<file path="src/rtl/univ_shift_reg_fe_pkg.sv">
// ============================================================================
// Module      : univ_shift_reg_fe_pkg
// Description : Mode encodings shared by the universal register and its users.
// Revision    : 1.0
// ============================================================================
`default_nettype none

package univ_shift_reg_fe_pkg;

  localparam logic [1:0] M_HOLD = 2'b00;
  localparam logic [1:0] M_SHR  = 2'b01;
  localparam logic [1:0] M_SHL  = 2'b10;
  localparam logic [1:0] M_LOAD = 2'b11;

  typedef enum logic [1:0] {
    MODE_HOLD = M_HOLD,
    MODE_SHR  = M_SHR,
    MODE_SHL  = M_SHL,
    MODE_LOAD = M_LOAD
  } mode_e;

  localparam int W_MIN = 2;

endpackage

`default_nettype wire

</file>
<file path="src/rtl/univ_shift_reg_fe_if.sv">
// ============================================================================
// Module      : univ_shift_reg_fe_if
// Description : Control, data and serial signals of the universal register.
// Revision    : 1.0
// ============================================================================
`default_nettype none

interface univ_shift_reg_fe_if
  import univ_shift_reg_fe_pkg::*;
#(
  parameter int W = 4
);

  logic [1:0]   m;
  logic [W-1:0] d;
  logic         sr;
  logic         sl;
  logic [W-1:0] q;
  logic [W-1:0] q_;
  logic         so_r;
  logic         so_l;

  modport master (
    output m, d, sr, sl,
    input  q, q_, so_r, so_l
  );

  modport slave (
    input  m, d, sr, sl,
    output q, q_, so_r, so_l
  );

endinterface

`default_nettype wire

</file>
<file path="src/rtl/univ_shift_reg_fe_cells.sv">
// ============================================================================
// Module      : mux2 / dff_fe_clr
// Description : Leaf cells: 2:1 mux and falling-edge D flop with async clear.
// Revision    : 1.0
// ============================================================================
`default_nettype none

module mux2 (
  input  wire logic a,
  input  wire logic b,
  input  wire logic s,
  output logic      y
);

  assign y = s ? b : a;

endmodule

module dff_fe_clr #(
  parameter logic CLR_BIT = 1'b0
) (
  input  wire logic c,
  input  wire logic clr_,
  input  wire logic d,
  output logic      q
);

  logic r_q;

  // Clear is level-sensitive inside the block, so an edge while clr_ is low
  // (or coincident with its release) simply re-applies the clear value.
  always_ff @(negedge c or negedge clr_) begin
    if (!clr_) begin
      r_q <= CLR_BIT;
    end else begin
      r_q <= d;
    end
  end

  assign q = r_q;

endmodule

`default_nettype wire

</file>
<file path="src/rtl/univ_shift_reg_fe.sv">
// ============================================================================
// Module      : univ_shift_reg_fe
// Description : W-bit hold/shift-right/shift-left/load register, falling edge.
// Revision    : 1.0
// ============================================================================
`default_nettype none

module univ_shift_reg_fe
  import univ_shift_reg_fe_pkg::*;
#(
  parameter int           W       = 4,
  parameter bit           ROTATE  = 1'b0,
  parameter logic [W-1:0] CLR_VAL = '0
) (
  input  wire logic            c,
  input  wire logic            clr_,
  univ_shift_reg_fe_if.slave   bus
);

  logic [W-1:0] w_q;

  for (genvar i = 0; i < W; i++) begin : g_bit
    logic w_shr;
    logic w_shl;
    logic w_lo;
    logic w_hi;
    logic w_nxt;

    // Right-shift source: upper neighbour, or the serial/rotated bit at the MSB.
    if (i == W - 1) begin : g_shr_end
      if (ROTATE) begin : g_rot
        assign w_shr = w_q[0];
      end else begin : g_ser
        assign w_shr = bus.sr;
      end
    end else begin : g_shr_mid
      assign w_shr = w_q[i+1];
    end

    if (i == 0) begin : g_shl_end
      if (ROTATE) begin : g_rot
        assign w_shl = w_q[W-1];
      end else begin : g_ser
        assign w_shl = bus.sl;
      end
    end else begin : g_shl_mid
      assign w_shl = w_q[i-1];
    end

    // m[0] picks within {HOLD,SHR} and {SHL,LOAD}; m[1] picks between pairs.
    mux2 u_mux_lo (
      .a (w_q[i]),
      .b (w_shr),
      .s (bus.m[0]),
      .y (w_lo)
    );

    mux2 u_mux_hi (
      .a (w_shl),
      .b (bus.d[i]),
      .s (bus.m[0]),
      .y (w_hi)
    );

    mux2 u_mux_out (
      .a (w_lo),
      .b (w_hi),
      .s (bus.m[1]),
      .y (w_nxt)
    );

    dff_fe_clr #(
      .CLR_BIT (CLR_VAL[i])
    ) u_dff (
      .c    (c),
      .clr_ (clr_),
      .d    (w_nxt),
      .q    (w_q[i])
    );
  end

  assign bus.q    = w_q;
  assign bus.q_   = ~w_q;
  assign bus.so_r = w_q[0];
  assign bus.so_l = w_q[W-1];

endmodule

`default_nettype wire

</file>
<file path="src/flat_wrapper.sv">
// flat-port wrapper written by rule: the top's interface ports become plain ports
module univ_shift_reg_fe_flat import univ_shift_reg_fe_pkg::*;
#(
  parameter int           W       = 4,
  parameter bit           ROTATE  = 1'b0,
  parameter logic [W-1:0] CLR_VAL = '0
)
  (c, clr_, bus_m, bus_d, bus_sr, bus_sl, bus_q, bus_q_, bus_so_r, bus_so_l);
  univ_shift_reg_fe_if #(.W(W)) bus_i ();
  input  wire logic c;
  input  wire logic clr_;
  input wire logic [$bits(bus_i.m)-1:0] bus_m;
  input wire logic [$bits(bus_i.d)-1:0] bus_d;
  input wire logic [$bits(bus_i.sr)-1:0] bus_sr;
  input wire logic [$bits(bus_i.sl)-1:0] bus_sl;
  output wire logic [$bits(bus_i.q)-1:0] bus_q;
  output wire logic [$bits(bus_i.q_)-1:0] bus_q_;
  output wire logic [$bits(bus_i.so_r)-1:0] bus_so_r;
  output wire logic [$bits(bus_i.so_l)-1:0] bus_so_l;
  assign bus_i.m = bus_m;
  assign bus_i.d = bus_d;
  assign bus_i.sr = bus_sr;
  assign bus_i.sl = bus_sl;
  assign bus_q = bus_i.q;
  assign bus_q_ = bus_i.q_;
  assign bus_so_r = bus_i.so_r;
  assign bus_so_l = bus_i.so_l;
  univ_shift_reg_fe #(.W(W), .ROTATE(ROTATE), .CLR_VAL(CLR_VAL)) u_core (.c(c), .clr_(clr_), .bus(bus_i));
endmodule
</file>
<file path="config.mk">
export PLATFORM = sky130hd
export DESIGN_NAME = univ_shift_reg_fe_flat
export DESIGN_NICKNAME = d
export VERILOG_FILES = /design/src/rtl/univ_shift_reg_fe_pkg.sv /design/src/rtl/univ_shift_reg_fe_if.sv /design/src/rtl/univ_shift_reg_fe_cells.sv /design/src/rtl/univ_shift_reg_fe.sv /design/src/flat_wrapper.sv
export SDC_FILE = /design/constraint.sdc
export NUM_CORES = 1
export LEC_CHECK = 0
export CORE_AREA = 8 8 45 47
export DETAILED_ROUTE_END_ITERATION = 10
export DIE_AREA = 0 0 53 55
export PLACE_DENSITY = 0.55
export RECOVER_POWER = 25
export SYNTH_ARGS = -nofsm -noshare
export SYNTH_HDL_FRONTEND = slang
export SYNTH_SLANG_ARGS = --single-unit
</file>
<file path="constraint.sdc">
create_clock -name c -period 1.35 [get_ports c]
set_input_delay 0.2025 -clock c [delete_from_list [all_inputs] [get_ports c]]
set_output_delay 0.2025 -clock c [all_outputs]
set_load 0.01 [all_outputs]
</file>
-- Word-level counts from Yosys, hierarchy flattened
Cells that the tools add are included.
W data, S select, Z words.
- $lt $le $gt $ge: 0
- div/mod/pow operators: 0
- bitwise gates (word level): 1
- multiplexer cells: 12
- add/sub/neg operators: 0
- shift-type cells: 0
- multipliers: 0
- eq/ne operators: 0
- reductions and logical operators: 1
- operators with widths (kind ; number):
    $mux W1 ; 12
    $not A4 Y4 ; 1
    $reduce_bool A2 Y1 ; 1
- bits in writable memories: 0
- logic and storage cells: 18
- memories: 0
- memory bits (read-only): 0
- bits in latches: 0
- register bits: 4

-- Logic depth before layout (Yosys ltp)
- depth in word-level cells: 2
- depth in mapped cells: 1
- depth with buffers taken out: 1

-- Cells and area by module
A second synthesis with hierarchy kept.
- cells, all modules: 24
- area, all modules: 325.3 um^2
- by module, submodules not included (module ; cells each ; instances ; area an instance (um^2)):
    mux2 ; 1 ; 12 ; 15.0
    dff_fe_clr ; 1 ; 4 ; 25.0
    univ_shift_reg_fe ; 8 ; 1 ; 45.0

==> flow_summary_export.csv <==
group,metric,value,unit
run_status,status,"finished with violations",
run_status,failed_checks,"negative setup slack",
synthesis,synth_top_area_share,0.420,
clock_tree,cts_buffers,3,
power,sw_frac_of_total,0.290,
critical_path,cp-start-kind,"register",
floorplan,pin_count,20,
final_layout,num_antenna_cells,0,
critical_path,crit_arrival,1.60,ns
power,finalPower,0.613,mW
power,clockPowerShare,0.246,
final_layout,layout-drive-gt1-share,0.884,
min_path,hold_path.startpoint,"u_core.g_bit[3].u_dff.q$_DFFE_NN0P_",
final_layout,nets,55,
placed_design,place_inst,52,
sta,fin_hold_ws,0.700,ns
clock_tree,clkSinkCount,4,
sta,slew_viol_final,0,
final_layout,finalNonFillerCells,59,
synthesis,syn_area,250,um2
final_layout,fin_area,483,um2
grt,first_global_vias,279,
critical_path,worstReg2RegStart,"u_core.g_bit[1].u_dff.q$_DFFE_NN0P_",
run,max_cap_viol_count,0,
clock_tree,cts_root_buf,"clkbuf_4",
power,p_comb_frac,0.484,
synthesis,synth_fp_nets,26,
clock_tree,cts_tree,"yes",
power,worst_ir_drop_vdd,0.332,mV
critical_path,worstSetupPathType,"register to primary output",
clock_tree,htree_levels,1,
power,p_seq_frac,0.271,
sta,rsz0062_at_grt,"true",
critical_path,cp_max_fo,2,
floorplan,core-area,1380,um2
floorplan,std_cell_rows,14,
sta,setup_viol,13,
synthesis,yosysWarnings,0,
floorplan,die-area,2920,um2
sta,max_slew_margin,0.875,
placed_design,dp_hpwl,600,um
drt,drc,0,
placed_design,placed_cell_area,453,um2
synthesis,synth.largest_area_cell,"mux4_1",
drt,first_pass_iters,1,
sta,fin_setup_tns,-3.92,ns
drt,viasPerCell,3.90,
clock_tree,clkTransAtPathRegs,0.03,ns
drt,drt-wirelength-per-cell,13.3,um
clock_tree,cts_buffer_depth,2,
placed_design,place_congestion,0.637,
grt,antenna_found_initial,0,
critical_path,r2r_cells,3,
synthesis,yosysSeqAreaShare,0.400,
floorplan,die_h,55,um
synthesis,synthDistinctLibCells,4,
critical_path,required,1.15,ns
sta,final.setup_skew,0.00649,ns
sta,tightestPinTransition,0.186,ns
grt,grt_usage,0.0594,
synthesis,syn-instance-count,16,
floorplan,start_util,0.181,
drt,wl,786,um
drt,via_count,230,
power,p_switching,0.178,mW
grt,grt_max_degree,5,
clock_tree,clk_latency,0.25,ns
power,power_density,1270,nW/um2
grt,grt.overflow.total,0,
min_path,holdPathEnd,"u_core.g_bit[3].u_dff.q$_DFFE_NN0P_",
sta,setup_slack,-0.452,ns
synthesis,ys_ff_latch,4,
synthesis,syn_area_per_cell,15.6,um2
floorplan,fp.dieW,53,um
final_layout,area_delta_synth_final,93.0,%
final_layout,largest_reg_flops,4,
critical_path,critPathCaptureType,"primary output",
power,intPower,0.435,mW
drt,initialDrtViolationCount,0,
min_path,hp-class,"register to register",
grt,grt_pass1_wl,1230,um
power,p_leak,0.244,nW
critical_path,r2r_end,"u_core.g_bit[2].u_dff.q$_DFFE_NN0P_",
sta,hold_viol_final,0,
synthesis,ys_top_cells_by_area,"mux4_1 42%, dfrtn_1 40%, buf_4 12%",
placed_design,numPortBuffers,19,
min_path,hold_path_depth,2,
critical_path,rrSetupSlack,0.08,ns
drt,postRouteAntennaNets,0,
critical path, stage by stage, from the launching register on:
cell	delay (ns)
dfrtn_1	0.46
buf_6	0.12
buf_6	0.09
cell families (layout without fill, tap and decap cells):
group | count (synthesis) | count (layout) | share of synthesized area
flip-flops | 4 | 4 | 0.400
multiplexers | 4 | 4 | 0.420
buffers and inverters | 8 | 35 | 0.180
cells in the mapped netlist:
master	count
dfrtn_1	4
buf_4	4
inv_1	4
mux4_1	4
stage by stage:
stage / util / worst slack (ns)
3_5_place_dp: 0.327 / -0.830
5_1_grt: 0.349 / -0.483
6_report: 0.349 / -0.452
4_1_cts: 0.335 / -0.448
2_1_floorplan: - / -0.159
3_3_place_gp: 0.327 / -0.801
how the worst max path moves through the flow:
stage	startpoint	end	slack (ns)	depth (start not counted)
floorplan	bus_m[1]	u_core.g_bit[0].u_dff.q$_DFFE_NN0P_	-0.16	1
global placement	bus_m[0]	u_core.g_bit[1].u_dff.q$_DFFE_NN0P_	-0.80	2
detailed placement	bus_m[0]	u_core.g_bit[2].u_dff.q$_DFFE_NN0P_	-0.83	2
CTS	u_core.g_bit[1].u_dff.q$_DFFE_NN0P_	bus_q[1]	-0.45	2
global route	u_core.g_bit[1].u_dff.q$_DFFE_NN0P_	bus_q[1]	-0.48	2
finish	u_core.g_bit[1].u_dff.q$_DFFE_NN0P_	bus_q[1]	-0.45	2
routing by layer:
layer / GRT usage / routed length (um)
met1: 0.0543 / 336
met5: 0 / 0
met4: 0.0388 / 0
met3: 0.0455 / 143
met2: 0.0918 / 306
layout make-up:
type	instances	area (um2)
well taps	16	20.0
fillers	138	901
repair buffers	28	235
inverters	4	15.0
multi-input cells	4	90.1
clock buffers	3	22.5
flip-flops and latches	4	100
power groups by stage:
stage	Combinational, mW	Sequential, mW	Clock (mW)
after floorplan	0.113	0.178	0
after global placement	0.261	0.173	0
after detailed placement	0.263	0.174	0
after CTS	0.281	0.167	0.155
after global routing	0.317	0.169	0.161
final	0.296	0.166	0.151
cell usage in the layout (no fill, tap or decap):
| cell | instances |
|---|---|
| buf_2 | 9 |
| buf_4 | 8 |
| buf_6 | 8 |
| inv_2 | 4 |
| mux4_2 | 4 |
| dfrtn_1 | 4 |
| clkbuf_4 | 3 |
| buf_8 | 2 |
| dlygate4sd3_1 | 1 |
timing repair:
| item | CTS | global route |
|---|---|---|
| endpoints found under the setup margin | 14 | 14 |
| pin swaps | 0 | 0 |
| gates resized for setup | 77 | 3 |
| hold buffers | 0 | 0 |
| setup buffers | 3 | 1 |
(Power assumes the default switching activity.)
